**src/rtl/tof_shot_if.sv**
```systemverilog
// Handshake bundle between system control / trigger chain and the time-of-flight shot timer.
// The master side drives enable and trigger; the slave side (the timer) returns pulse and result.
interface tof_shot_if #(
  parameter int CNT_W = 16
);
  logic             enable;
  logic             trigger;
  logic             fire;
  logic             window_open;
  logic             busy;
  logic [CNT_W-1:0] tof;
  logic             tof_valid;
  logic             timeout;

  modport master (
    output enable, trigger,
    input  fire, window_open, busy, tof, tof_valid, timeout
  );

  modport slave (
    input  enable, trigger,
    output fire, window_open, busy, tof, tof_valid, timeout
  );
endinterface

```
**src/rtl/tof_shot_timer.sv**
```systemverilog
// Rangefinder transmit/timing block: fires periodic shots, blanks, listens for the first
// rising trigger edge and reports its shot index, or strobes timeout if the window closes.
module tof_shot_timer #(
  parameter int CNT_W    = 16,
  parameter int PERIOD   = 10000,
  parameter int FIRE_LEN = 4,
  parameter int BLANK    = 20,
  parameter int WINDOW   = 4000
) (
  input  logic     clk,
  input  logic     rst_n,
  tof_shot_if.slave bus
);

  typedef enum logic [2:0] {
    S_IDLE   = 3'd0,
    S_FIRE   = 3'd1,
    S_BLANK  = 3'd2,
    S_LISTEN = 3'd3,
    S_HOLD   = 3'd4
  } state_t;

  localparam logic [CNT_W-1:0] K_FIRE_LAST  = CNT_W'(FIRE_LEN - 1);
  localparam logic [CNT_W-1:0] K_BLANK_LAST = CNT_W'(BLANK - 1);
  localparam logic [CNT_W-1:0] K_WIN_LAST   = CNT_W'(WINDOW - 1);
  localparam logic [CNT_W-1:0] K_PER_LAST   = CNT_W'(PERIOD - 1);
  localparam bit               SKIP_BLANK   = (BLANK == FIRE_LEN);

  state_t           state, state_nxt;
  logic [CNT_W-1:0] k, k_nxt;
  logic             trig_d;
  logic             trig_edge;
  logic             hit, miss, shot_end;
  logic [CNT_W-1:0] tof_q;
  logic             tof_valid_q, timeout_q;

  assign trig_edge = bus.trigger & ~trig_d;
  assign shot_end  = (k == K_PER_LAST);

  always_comb begin
    state_nxt = state;
    hit       = 1'b0;
    miss      = 1'b0;
    k_nxt     = k + CNT_W'(1);
    unique case (state)
      S_IDLE:   if (bus.enable) state_nxt = S_FIRE;
      S_FIRE:   if (k == K_FIRE_LAST) state_nxt = SKIP_BLANK ? S_LISTEN : S_BLANK;
      S_BLANK:  if (k == K_BLANK_LAST) state_nxt = S_LISTEN;
      S_LISTEN: begin
        if (trig_edge) begin
          hit       = 1'b1;
          state_nxt = S_HOLD;
        end else if (k == K_WIN_LAST) begin
          miss      = 1'b1;
          state_nxt = S_HOLD;
        end
        // With WINDOW == PERIOD the listen phase runs right up to the shot boundary
        if (shot_end) state_nxt = bus.enable ? S_FIRE : S_IDLE;
      end
      S_HOLD:   if (shot_end) state_nxt = bus.enable ? S_FIRE : S_IDLE;
      default:  state_nxt = S_IDLE;
    endcase
    if (state_nxt == S_IDLE || (state_nxt == S_FIRE && state != S_FIRE)) k_nxt = '0;
  end

  always_ff @(posedge clk or negedge rst_n) begin
    if (!rst_n) begin
      state       <= S_IDLE;
      k           <= '0;
      trig_d      <= 1'b0;
      tof_q       <= '0;
      tof_valid_q <= 1'b0;
      timeout_q   <= 1'b0;
    end else begin
      state       <= state_nxt;
      k           <= k_nxt;
      trig_d      <= bus.trigger;
      tof_valid_q <= hit;
      timeout_q   <= miss;
      if (hit) tof_q <= k;
    end
  end

  assign bus.fire        = (state == S_FIRE);
  assign bus.window_open = (state == S_LISTEN);
  assign bus.busy        = (state != S_IDLE);
  assign bus.tof         = tof_q;
  assign bus.tof_valid   = tof_valid_q;
  assign bus.timeout     = timeout_q;

endmodule
```
**src/flat_wrapper.sv**
```systemverilog
// flat-port wrapper written by rule: the top's interface ports become plain ports
module tof_shot_timer_flat 
#(
  parameter int CNT_W    = 16,
  parameter int PERIOD   = 10000,
  parameter int FIRE_LEN = 4,
  parameter int BLANK    = 20,
  parameter int WINDOW   = 4000
)
  (clk, rst_n, bus_enable, bus_trigger, bus_fire, bus_window_open, bus_busy, bus_tof, bus_tof_valid, bus_timeout);
  tof_shot_if #(.CNT_W(CNT_W)) bus_i ();
  input  logic clk;
  input  logic rst_n;
  input wire logic [$bits(bus_i.enable)-1:0] bus_enable;
  input wire logic [$bits(bus_i.trigger)-1:0] bus_trigger;
  output wire logic [$bits(bus_i.fire)-1:0] bus_fire;
  output wire logic [$bits(bus_i.window_open)-1:0] bus_window_open;
  output wire logic [$bits(bus_i.busy)-1:0] bus_busy;
  output wire logic [$bits(bus_i.tof)-1:0] bus_tof;
  output wire logic [$bits(bus_i.tof_valid)-1:0] bus_tof_valid;
  output wire logic [$bits(bus_i.timeout)-1:0] bus_timeout;
  assign bus_i.enable = bus_enable;
  assign bus_i.trigger = bus_trigger;
  assign bus_fire = bus_i.fire;
  assign bus_window_open = bus_i.window_open;
  assign bus_busy = bus_i.busy;
  assign bus_tof = bus_i.tof;
  assign bus_tof_valid = bus_i.tof_valid;
  assign bus_timeout = bus_i.timeout;
  tof_shot_timer #(.CNT_W(CNT_W), .PERIOD(PERIOD), .FIRE_LEN(FIRE_LEN), .BLANK(BLANK), .WINDOW(WINDOW)) u_core (.clk(clk), .rst_n(rst_n), .bus(bus_i));
endmodule
```
**config.mk**
```make
export PLATFORM = sky130hd
export DESIGN_NAME = tof_shot_timer_flat
export DESIGN_NICKNAME = d
export VERILOG_FILES = /design/src/rtl/tof_shot_if.sv /design/src/rtl/tof_shot_timer.sv /design/src/flat_wrapper.sv
export SDC_FILE = /design/constraint.sdc
export NUM_CORES = 1
export LEC_CHECK = 0
export CAP_MARGIN = 0
export CORE_MARGIN = 2
export CORE_UTILIZATION = 45
export CTS_CLUSTER_DIAMETER = 60
export DETAILED_ROUTE_END_ITERATION = 6
export PLACE_DENSITY_LB_ADDON = 0.1
export SETUP_SLACK_MARGIN = 0.3
export SLEW_MARGIN = 20
export SYNTH_ARGS = -nofsm -noshare
export SYNTH_HDL_FRONTEND = slang
export SYNTH_SLANG_ARGS = --single-unit
```
**constraint.sdc**
```tcl
create_clock -name clk -period 3.3 [get_ports clk]
set_clock_uncertainty 0.2 [all_clocks]
set_input_delay 0.33 -clock clk [delete_from_list [all_inputs] [get_ports clk]]
set_output_delay 0.33 -clock clk [all_outputs]
set_load 0.1 [all_outputs]
```
==> results.cfg, run 1 <==
[worst_setup_path]
crit_path_start_kind = flop
cp_max_fo = 16
crit_path_cell_trace = or4_1, or4_4, a21oi_4, nor2_1
critical_path.startpoint = u_core.k[5]$_DFF_PN0_
worstReg2RegStart = u_core.k[5]$_DFF_PN0_
reg2reg_depth = 4
path_buf_inv = 0
cp_data_arrival_time_ns = 2.42
crit_required_ns = 3.25
r2r-end = u_core.k[6]$_DFF_PN0_
cpMaxStageDelayCell = or4_4
end_kind = flop
critPathMaxStageDelay_ns = 0.60
cpLargestDelayFamily = simple AND/OR/NAND/NOR gates
cp_num_cells = 4
crit_type = reg -> reg
crit_end = u_core.k[6]$_DFF_PN0_
reg2reg_setup_slack_ns = 0.84

[die]
die_w_um = 67.21
core_mm2 = 0.003744
die_y_um = 67.21
ios = 25
start_util_pct = 48.03
die-area_mm2 = 0.004517
row_count = 22

[timing]
setup_violations = 0
timing.fmax_mhz = 406.0
hold_viol_final = 0
worstMarginPinSlew_ns = 0.9723
slew_violations = 0
worst_slack_ns = 0.8369
post-route-period-util_pct = 74.64
grt_setup_unrepaired = false
fin_tns_setup_ns = 0
finalCriticalPeriod_ns = 2.463
relSlewSlack_pct = 34.98

[final_layout]
drive_above_1_share_pct = 18.62
area_delta_synth_final_pct = 20.25
antenna_cells = 0
nNetsFinal = 194
final_area_mm2 = 0.002162
fill_cells = 339

[power]
p_leak_uw = 0.0009117
switching_share_pct = 37.07
p_int_uw = 747.5
comb_power_share_pct = 30.0
sequentialPowerShare_pct = 44.2
irDropWorstVdd_mv = 0.3799
power.density_mw_per_mm2 = 549.4
pwr-share-clk_pct = 25.8
p_switching_uw = 440.3

[logic_synthesis]
synth_area_leaders = dfrtp_1 (53%), mux2_2 (10%), xnor2_1 (5.4%)
yosysTopAreaCell = dfrtp_1
synthMuxAreaShare_pct = 10.02
syn_inst = 161
synth_common_cells = dfrtp_1 (38), nor2_1 (17), mux2_2 (16)
yosysWarnings = 0
async_reset_ff_share_pct = 100.0
syn_area_mm2 = 0.001798
synth-simple-area-share_pct = 20.53
synthFlopType = dfrtp_1
syn_nets = 166
yosys_register_bits = 38
avgSynthCellArea_um2 = 11.17
ys_seq_area_share_pct = 52.89
synth_fa_ha_area_share_pct = 0.6959
yosysMostFrequentCell = dfrtp_1
synth_top_family_by_area = simple AND/OR/NAND/NOR gates
synth.top_cell.area_share_pct = 52.89
synth_enable_flop_cells = 0
synth_xor_area_share_pct = 5.846
synth_cell_types = 37
synth-compound-area-share_pct = 6.820

[clock_tree]
cts.sinks = 38
cts_buffer_depth = 2
htreeDepth = 2
clk_latency_ns = 0.28
clockRootBuffer = clkbuf_8
tritoncts = yes
ctsResizeCount = 0
cts-buffers-inserted = 5
path_clk_slew_ns = 0.07

[global_route]
grt_pass1_wl_mm = 5.934
grt_overflow = 0
grt_max_degree = 39
track_usage_pct = 17.91
grt_pass1_vias = 1235
antenna_found_initial = 0

[detailed_routing]
drtAntennaViolNets = 0
via_per_inst = 5.521
wl_mm = 3.423
drt_pass1_iterations = 4
wl_per_cell_um = 14.50
drt-initial-drc-count = 48
vias = 1303
drcViolationCount = 0

[placement]
finalWeightedCongestion = 0.8763
io_buffer_count = 24
dp_slack_ns = 0.8171
place_area_mm2 = 0.002069
hpwl_mm = 2.457

[status]
run_status = finished clean

[flow_run]
drv_cap = 0

[worst_hold_path]
hp-class = reg -> reg
==> layout by cell type (no fill, tap or decap), drive strengths merged <==
cell type	n
nand4	8
a21oi	4
or3	1
o31ai	3
mux2	16
dfrtp	38
o211ai	1
inv	7
nor3	5
nand4bb	1
nor4	7
clkbuf	6
and3b	1
a221o	1
or3b	2
o32a	1
or4	5
buf	6
o41ai	1
nand2	5
clkdlybuf4s50	20
nor2b	1
nand3	5
xnor2	11
a21o	1
nor2	17
a31oi	1
a31o	1
ha	1
or2	1
o21ai	2
xor2	1
nor3b	2
dlygate4sd3	1
nand2b	4
==> metal layers <==
layer | up-vias | track usage [%] | part of all wire, %
li1 | 635 | - | -
met1 | 634 | 23.94 | 47
met2 | 27 | 28.09 | 47
met3 | 7 | 3.500 | 3.9
met4 | 0 | 8.418 | 1.9
met5 | - | 0 | 0
==> final cells by class <==
cell class / count / area, um2 / share of cell area (%)
Sequential cell: 38 / 950.9 / 43.98
Timing Repair Buffer: 27 / 252.7 / 11.69
Multi-Input combinational cell: 110 / 789.5 / 36.52
Tap cell: 48 / 60.06 / 2.778
Inverter: 7 / 26.28 / 1.215
Clock buffer: 6 / 82.58 / 3.819
==> flip-flops by register name (all words and copies together) (netlist names) <==
signal / cells
u_core.trig_d: 1
u_core.bus.timeout: 1
u_core.bus.tof_valid: 1
u_core.k: 16
u_core.state: 3
u_core.bus.tof: 16
==> timing repair <==
item                      4_1_cts  5_1_grt
hold buffers                    1        0
buffers inserted                0        0
hold endpoints to repair       38        0
==> metrics by stage <==
step / hold slack [ns] / util [%] / power (uW) / cells
6_report: 0.3073 / 57.75 / 1188 / 236
5_1_grt: 0.3224 / 57.75 / 1250 / 236
4_1_cts: 0.3106 / 57.75 / 1208 / 236
3_5_place_dp: 0.2778 / 55.28 / 894.5 / 229
3_3_place_gp: 0.2646 / 55.28 / 890.1 / 229
2_1_floorplan: -0.1656 / - / 824.9 / 161
==> power groups by stage <==
| stage | registers, uW | logic, uW | clock network (uW) |
|---|---|---|---|
| after floorplan | 584 | 241 | 0 |
| after global placement | 532 | 358 | 0 |
| after detailed placement | 534 | 360 | 0 |
| after CTS | 525 | 362 | 320 |
| after global routing | 529 | 382 | 339 |
| final | 525 | 356 | 307 |
==> worst min-delay path by stage <==
stage	cells after the start	from	to	slack (ns)
after global placement	1	rst_n	u_core.state[2]$_DFF_PN0_	0.26
after detailed placement	1	rst_n	u_core.state[2]$_DFF_PN0_	0.28
final	1	u_core.bus.tof[11]$_DFFE_PN0P_	u_core.bus.tof[11]$_DFFE_PN0P_	0.31
after global routing	1	u_core.bus.tof[7]$_DFFE_PN0P_	u_core.bus.tof[7]$_DFFE_PN0P_	0.32
after CTS	1	bus_trigger	u_core.trig_d$_DFF_PN0_	0.31
after floorplan	0	rst_n	u_core.bus.timeout$_DFF_PN0_	-0.17
==> cells by family after synthesis <==
kind of cell    after synthesis
xor+xnor                     12
flops                        38
mux                          16
fa+ha+maj                     1
compound gates               16
simple gates                 65
buf+inv                      13
==> worst register-to-register path, stage by stage (launching register included) <==
cell	delay, ns
dfrtp_1	0.46
or4_1	0.58
or4_4	0.60
a21oi_4	0.39
nor2_1	0.11
(Power assumes the default switching activity.)
==> run 2, diff against run 1 <==
Clock period 3.3 ns to 2.1 ns, I/O delays scaled along.
==> results.cfg, run 2 (synthesized netlist as in run 1, its figures left out) <==
[status]
run_status = finished, violations left
violations = setup timing

[timing]
grt_setup_unrepaired = true
setup_violations = 18
post-route-period-util_pct = 105.6
hold_viol_final = 0
finalCriticalPeriod_ns = 2.217
timing.fmax_mhz = 451.1
fin_hold_ws_ns = 0.2092
worstMarginPinSlew_ns = 0.5577
relSlewSlack_pct = 62.82
fin_tns_setup_ns = -1.445
worst_slack_ns = -0.1168
slew_violations = 0

[global_route]
track_usage_pct = 19.84
antenna_found_initial = 0
grt_pass1_wl_mm = 6.630
grt_overflow = 0
grt_pass1_vias = 1378
grt_max_degree = 26

[detailed_routing]
vias = 1422
drt_pass1_iterations = 6
via_per_inst = 5.490
drcViolationCount = 0
wl_mm = 3.928
drt-initial-drc-count = 96
drtAntennaViolNets = 0
wl_per_cell_um = 15.17

[placement]
dp_cells = 246
io_buffer_count = 24
finalWeightedCongestion = 0.8111
hpwl_mm = 2.819

[die]
die_y_um = 67.21
row_count = 22
die-area_mm2 = 0.004517
core_mm2 = 0.003744
start_util_pct = 48.03
ios = 25
die_w_um = 67.21

[clock_tree]
tritoncts = yes
path_clk_slew_ns = 0.07
clockRootBuffer = clkbuf_8
cts.sinks = 38
cts-buffers-inserted = 5
htreeDepth = 2
cts_buffer_depth = 2
clk_latency_ns = 0.28

[worst_setup_path]
crit_type = reg -> reg
crit_path_cell_trace = or4_4, or4_4, a21oi_4, buf_12, a21oi_1
cpMaxStageDelayCell = or4_4
cp_data_arrival_time_ns = 2.16
path_buf_inv = 1
crit_path_frequent_cell = or4_4
critical_path.startpoint = u_core.k[15]$_DFF_PN0_
worstReg2RegStart = u_core.k[15]$_DFF_PN0_
crit_required_ns = 2.05
crit_path_start_kind = flop
critPathMaxStageDelay_ns = 0.58
end_kind = flop
cp_max_fo = 16
cpLargestDelayFamily = simple AND/OR/NAND/NOR gates

[worst_hold_path]
hp-start = bus_trigger
hp-class = in -> reg

[final_layout]
area_delta_synth_final_pct = 33.40
final_cell_mix = buf_4 (40), dfrtp_1 (36), nor2_1 (17)
layout_commonest_cell = buf_4
drive_above_1_share_pct = 41.23
layout.cells.non_filler = 259
fill_cells = 329
antenna_cells = 0
nNetsFinal = 216

[power]
power.density_mw_per_mm2 = 868.2
p_leak_uw = 0.001067
irDropWorstVdd_mv = 0.7049

[flow_run]
drv_cap = 0
[run 2: changes by cell type in the layout (fill, tap and decap cells not counted), sizes merged]
cell | previous run | this run
buf | 6 | 46
inv | 7 | 6
clkinvlp | 0 | 2
clkdlybuf4s50 | 20 | 2
[run 2: layer usage]
| metal | GRT usage (%) | routed length [um] | vias up |
|---|---|---|---|
| li1 | - | - | 680 |
| met4 | 6.633 | 63 | 0 |
| met3 | 5.833 | 172 | 9 |
| met2 | 31.31 | 1952 | 36 |
| met5 | 0 | 0 | - |
| met1 | 26.22 | 1740 | 697 |
[run 2: cell type report]
type	count	area, um2	area share, %
clock buffer	6	72.57	3.026
clock inverter	1	7.507	0.3130
inverter	7	30.03	1.252
multi-input combinational	110	848.3	35.37
sequential	38	953.4	39.75
tap	48	60.06	2.504
timing repair buffer	49	426.7	17.79
[run 2: where the power goes]
part,total (uW),switching [uW],internal [uW]
registers,823,47.5,775
clock network,468,241,227
logic,792,484,308
[run 2: repair_timing]
item	4_1_cts	5_1_grt
resized for setup	3	11
hold endpoints to repair	23	0
setup endpoints to repair	22	27
hold buffers	1	0
setup buffers	0	5
pin swaps	2	2
[run 2: worst reg2reg max path, stage by stage (launching register included)]
cell and delay (ns):
dfrtp_1 0.38, or4_4 0.53, or4_4 0.58, a21oi_4 0.17, buf_12 0.16, a21oi_1 0.06
[run 2: metrics by stage]
stage               total power [uW]  util [%]  setup slack [ns]  area [um2]
finish                          2082     64.07           -0.1168        2399
global route                    2193     64.07           -0.1457        2399
CTS                             2031     62.03           -0.1022        2322
detailed placement              1546     59.43          -0.09524        2225
global placement                1535     59.43          -0.06145        2225
floorplan                       1315         -           -0.1384        1837
[run 2: worst paths after layout]
| kind | endpoint | slack, ns | cells past startpoint |
|---|---|---|---|
| worst max-delay path | u_core.k[15]$_DFF_PN0_ | -0.12 | 5 |
| worst min-delay path | u_core.trig_d$_DFF_PN0_ | 0.21 | 1 |
| worst max register to register | u_core.k[15]$_DFF_PN0_ | -0.12 | 5 |
| worst min register to register | u_core.bus.tof[9]$_DFFE_PN0P_ | 0.31 | 1 |
| max in group asynchronous | u_core.k[6]$_DFF_PN0_ | 0.93 | 3 |
| min in group asynchronous | u_core.state[2]$_DFF_PN0_ | 0.24 | 2 |
==> run 3, diff against run 2 <==
Settings changed: CELL_PAD_IN_SITES_DETAIL_PLACEMENT from default to 1, CELL_PAD_IN_SITES_GLOBAL_PLACEMENT from default to 1, CORE_UTILIZATION 45 to 38, CTS_CLUSTER_SIZE from default to 28, SETUP_SLACK_MARGIN 0.3 to default.
==> results.cfg, run 3 (synthesized netlist as in run 1, its figures left out) <==
[placement]
io_buffer_count = 24
place_area_mm2 = 0.002236
dp_cells = 255
hpwl_mm = 3.272
finalWeightedCongestion = 0.8060
dp_slack_ns = -0.1154

[detailed_routing]
drcViolationCount = 0
wl_mm = 4.408
drt-initial-drc-count = 44
via_per_inst = 5.439
top_layer_used = met4
wl_met3_um = 113
vias = 1436
wirelength_met1_mm = 2.045
wl_per_cell_um = 16.70
drtAntennaViolNets = 0
met2WireLength_mm = 2.187
drt_pass1_iterations = 4

[die]
die-area_mm2 = 0.005298
row_count = 25
ios = 25
die_w_um = 72.79
core_mm2 = 0.004629
die_y_um = 72.79
start_util_pct = 38.84

[power]
power.density_mw_per_mm2 = 859.6
comb_power_share_pct = 36.2
pwr-share-clk_pct = 23.7
p_switching_uw = 753.0
sequentialPowerShare_pct = 40.1
switching_share_pct = 37.42
irDropWorstVdd_mv = 0.4502
p_int_uw = 1259
p_leak_uw = 0.001065

[worst_setup_path]
crit_path_start_kind = flop
cp_max_fo = 16
crit_required_ns = 2.07
end_kind = flop
crit_type = reg -> reg
cp_data_arrival_time_ns = 2.19

[timing]
timing.fmax_mhz = 449.3
post-route-period-util_pct = 106.0
finalCriticalPeriod_ns = 2.226
setup_violations = 19
relSlewSlack_pct = 67.58
fin_hold_ws_ns = 0.2062
worstMarginPinSlew_ns = 0.4863
grt_setup_unrepaired = true
hold_viol_final = 0
slew_violations = 0
worst_slack_ns = -0.1259

[clock_tree]
path_clk_slew_ns = 0.07
htreeDepth = 2
cts_buffer_depth = 2
clockRootBuffer = clkbuf_8
tritoncts = yes
clk_latency_ns = 0.29
cts.sinks = 38
cts-buffers-inserted = 5

[global_route]
grt_overflow = 0
grt_max_degree = 39
track_usage_pct = 19.03
antenna_found_initial = 0
grt_pass1_wl_mm = 7.672
grt_pass1_vias = 1559

[status]
violations = setup timing
run_status = finished, violations left

[final_layout]
layout_commonest_cell = buf_4
drive_above_1_share_pct = 36.19
area_delta_synth_final_pct = 30.20
nNetsFinal = 215
final_area_mm2 = 0.002341
antenna_cells = 0
final_cell_mix = buf_4 (40), dfrtp_1 (38), nor2_1 (17)
multi_input_area_um2 = 800.8
final-seq-area_um2 = 950.9
fill_cells = 520
layout.cells.non_filler = 264

[flow_run]
drv_cap = 0

[worst_hold_path]
hp-class = in -> reg
## run 3: cell count changes in the layout (fill, tap and decap cells not counted), sizes merged
cell	previous run	this run
buf	46	45
clkinvlp	2	1
inv	6	7
## run 3: power by group through the flow
stage	clock (uW)	combinational [uW]	sequential [uW]
3_5_place_dp	0	734	821
4_1_cts	497	741	808
6_report	477	729	806
2_1_floorplan	0	380	917
5_1_grt	520	776	814
3_3_place_gp	0	720	819
## run 3: repair_timing
| item | CTS | global route |
|---|---|---|
| pin swaps | 0 | 2 |
| resized for setup | 1 | 1 |
| hold buffers | 1 | 0 |
| endpoints found under the hold margin | 38 | 0 |
| endpoints found under the setup margin | 19 | 19 |
| setup buffers | 0 | 1 |
## run 3: worst paths after layout
path / to / from / depth (start not counted) / slack [ns]
setup / recovery: u_core.k[15]$_DFF_PN0_ / u_core.k[4]$_DFF_PN0_ / 5 / -0.13
hold / removal: u_core.trig_d$_DFF_PN0_ / bus_trigger / 1 / 0.21
setup reg to reg: u_core.k[15]$_DFF_PN0_ / u_core.k[4]$_DFF_PN0_ / 5 / -0.13
hold reg to reg: u_core.bus.tof[3]$_DFFE_PN0P_ / u_core.bus.tof[3]$_DFFE_PN0P_ / 1 / 0.31
max in group asynchronous: u_core.k[3]$_DFF_PN0_ / rst_n / 3 / 1.06
min in group asynchronous: u_core.state[2]$_DFF_PN0_ / rst_n / 3 / 0.29
## run 3: layout make-up
cell class	instances	area share, %
sequential	38	40.62
multi-input combinational	110	34.21
timing repair buffer	48	17.74
clock buffer	6	3.100
clock inverter	1	0.3207
inverter	7	1.122
tap	54	2.886
## run 3: stage by stage
| stage | TNS (ns) | power [uW] | util, % |
|---|---|---|---|
| CTS | -1.867 | 2045 | 50.24 |
| floorplan | -1.472 | 1297 | - |
| global placement | -1.151 | 1539 | 48.30 |
| finish | -2.082 | 2012 | 50.57 |
| global route | -3.024 | 2110 | 50.57 |
| detailed placement | -1.616 | 1556 | 48.30 |
## run 3: routing by layer
layer	GRT usage, %	vias up
met2	31.92	21
met3	3.729	7
li1	-	682
met4	7.819	0
met5	0	-
met1	24.02	726
## run 3: critical path, cell delays in order (launching register included)
cell and delay, ns:
dfrtp_1 0.38, or4_4 0.55, or4_4 0.58, a21oi_4 0.19, buf_12 0.16, a21oi_1 0.05
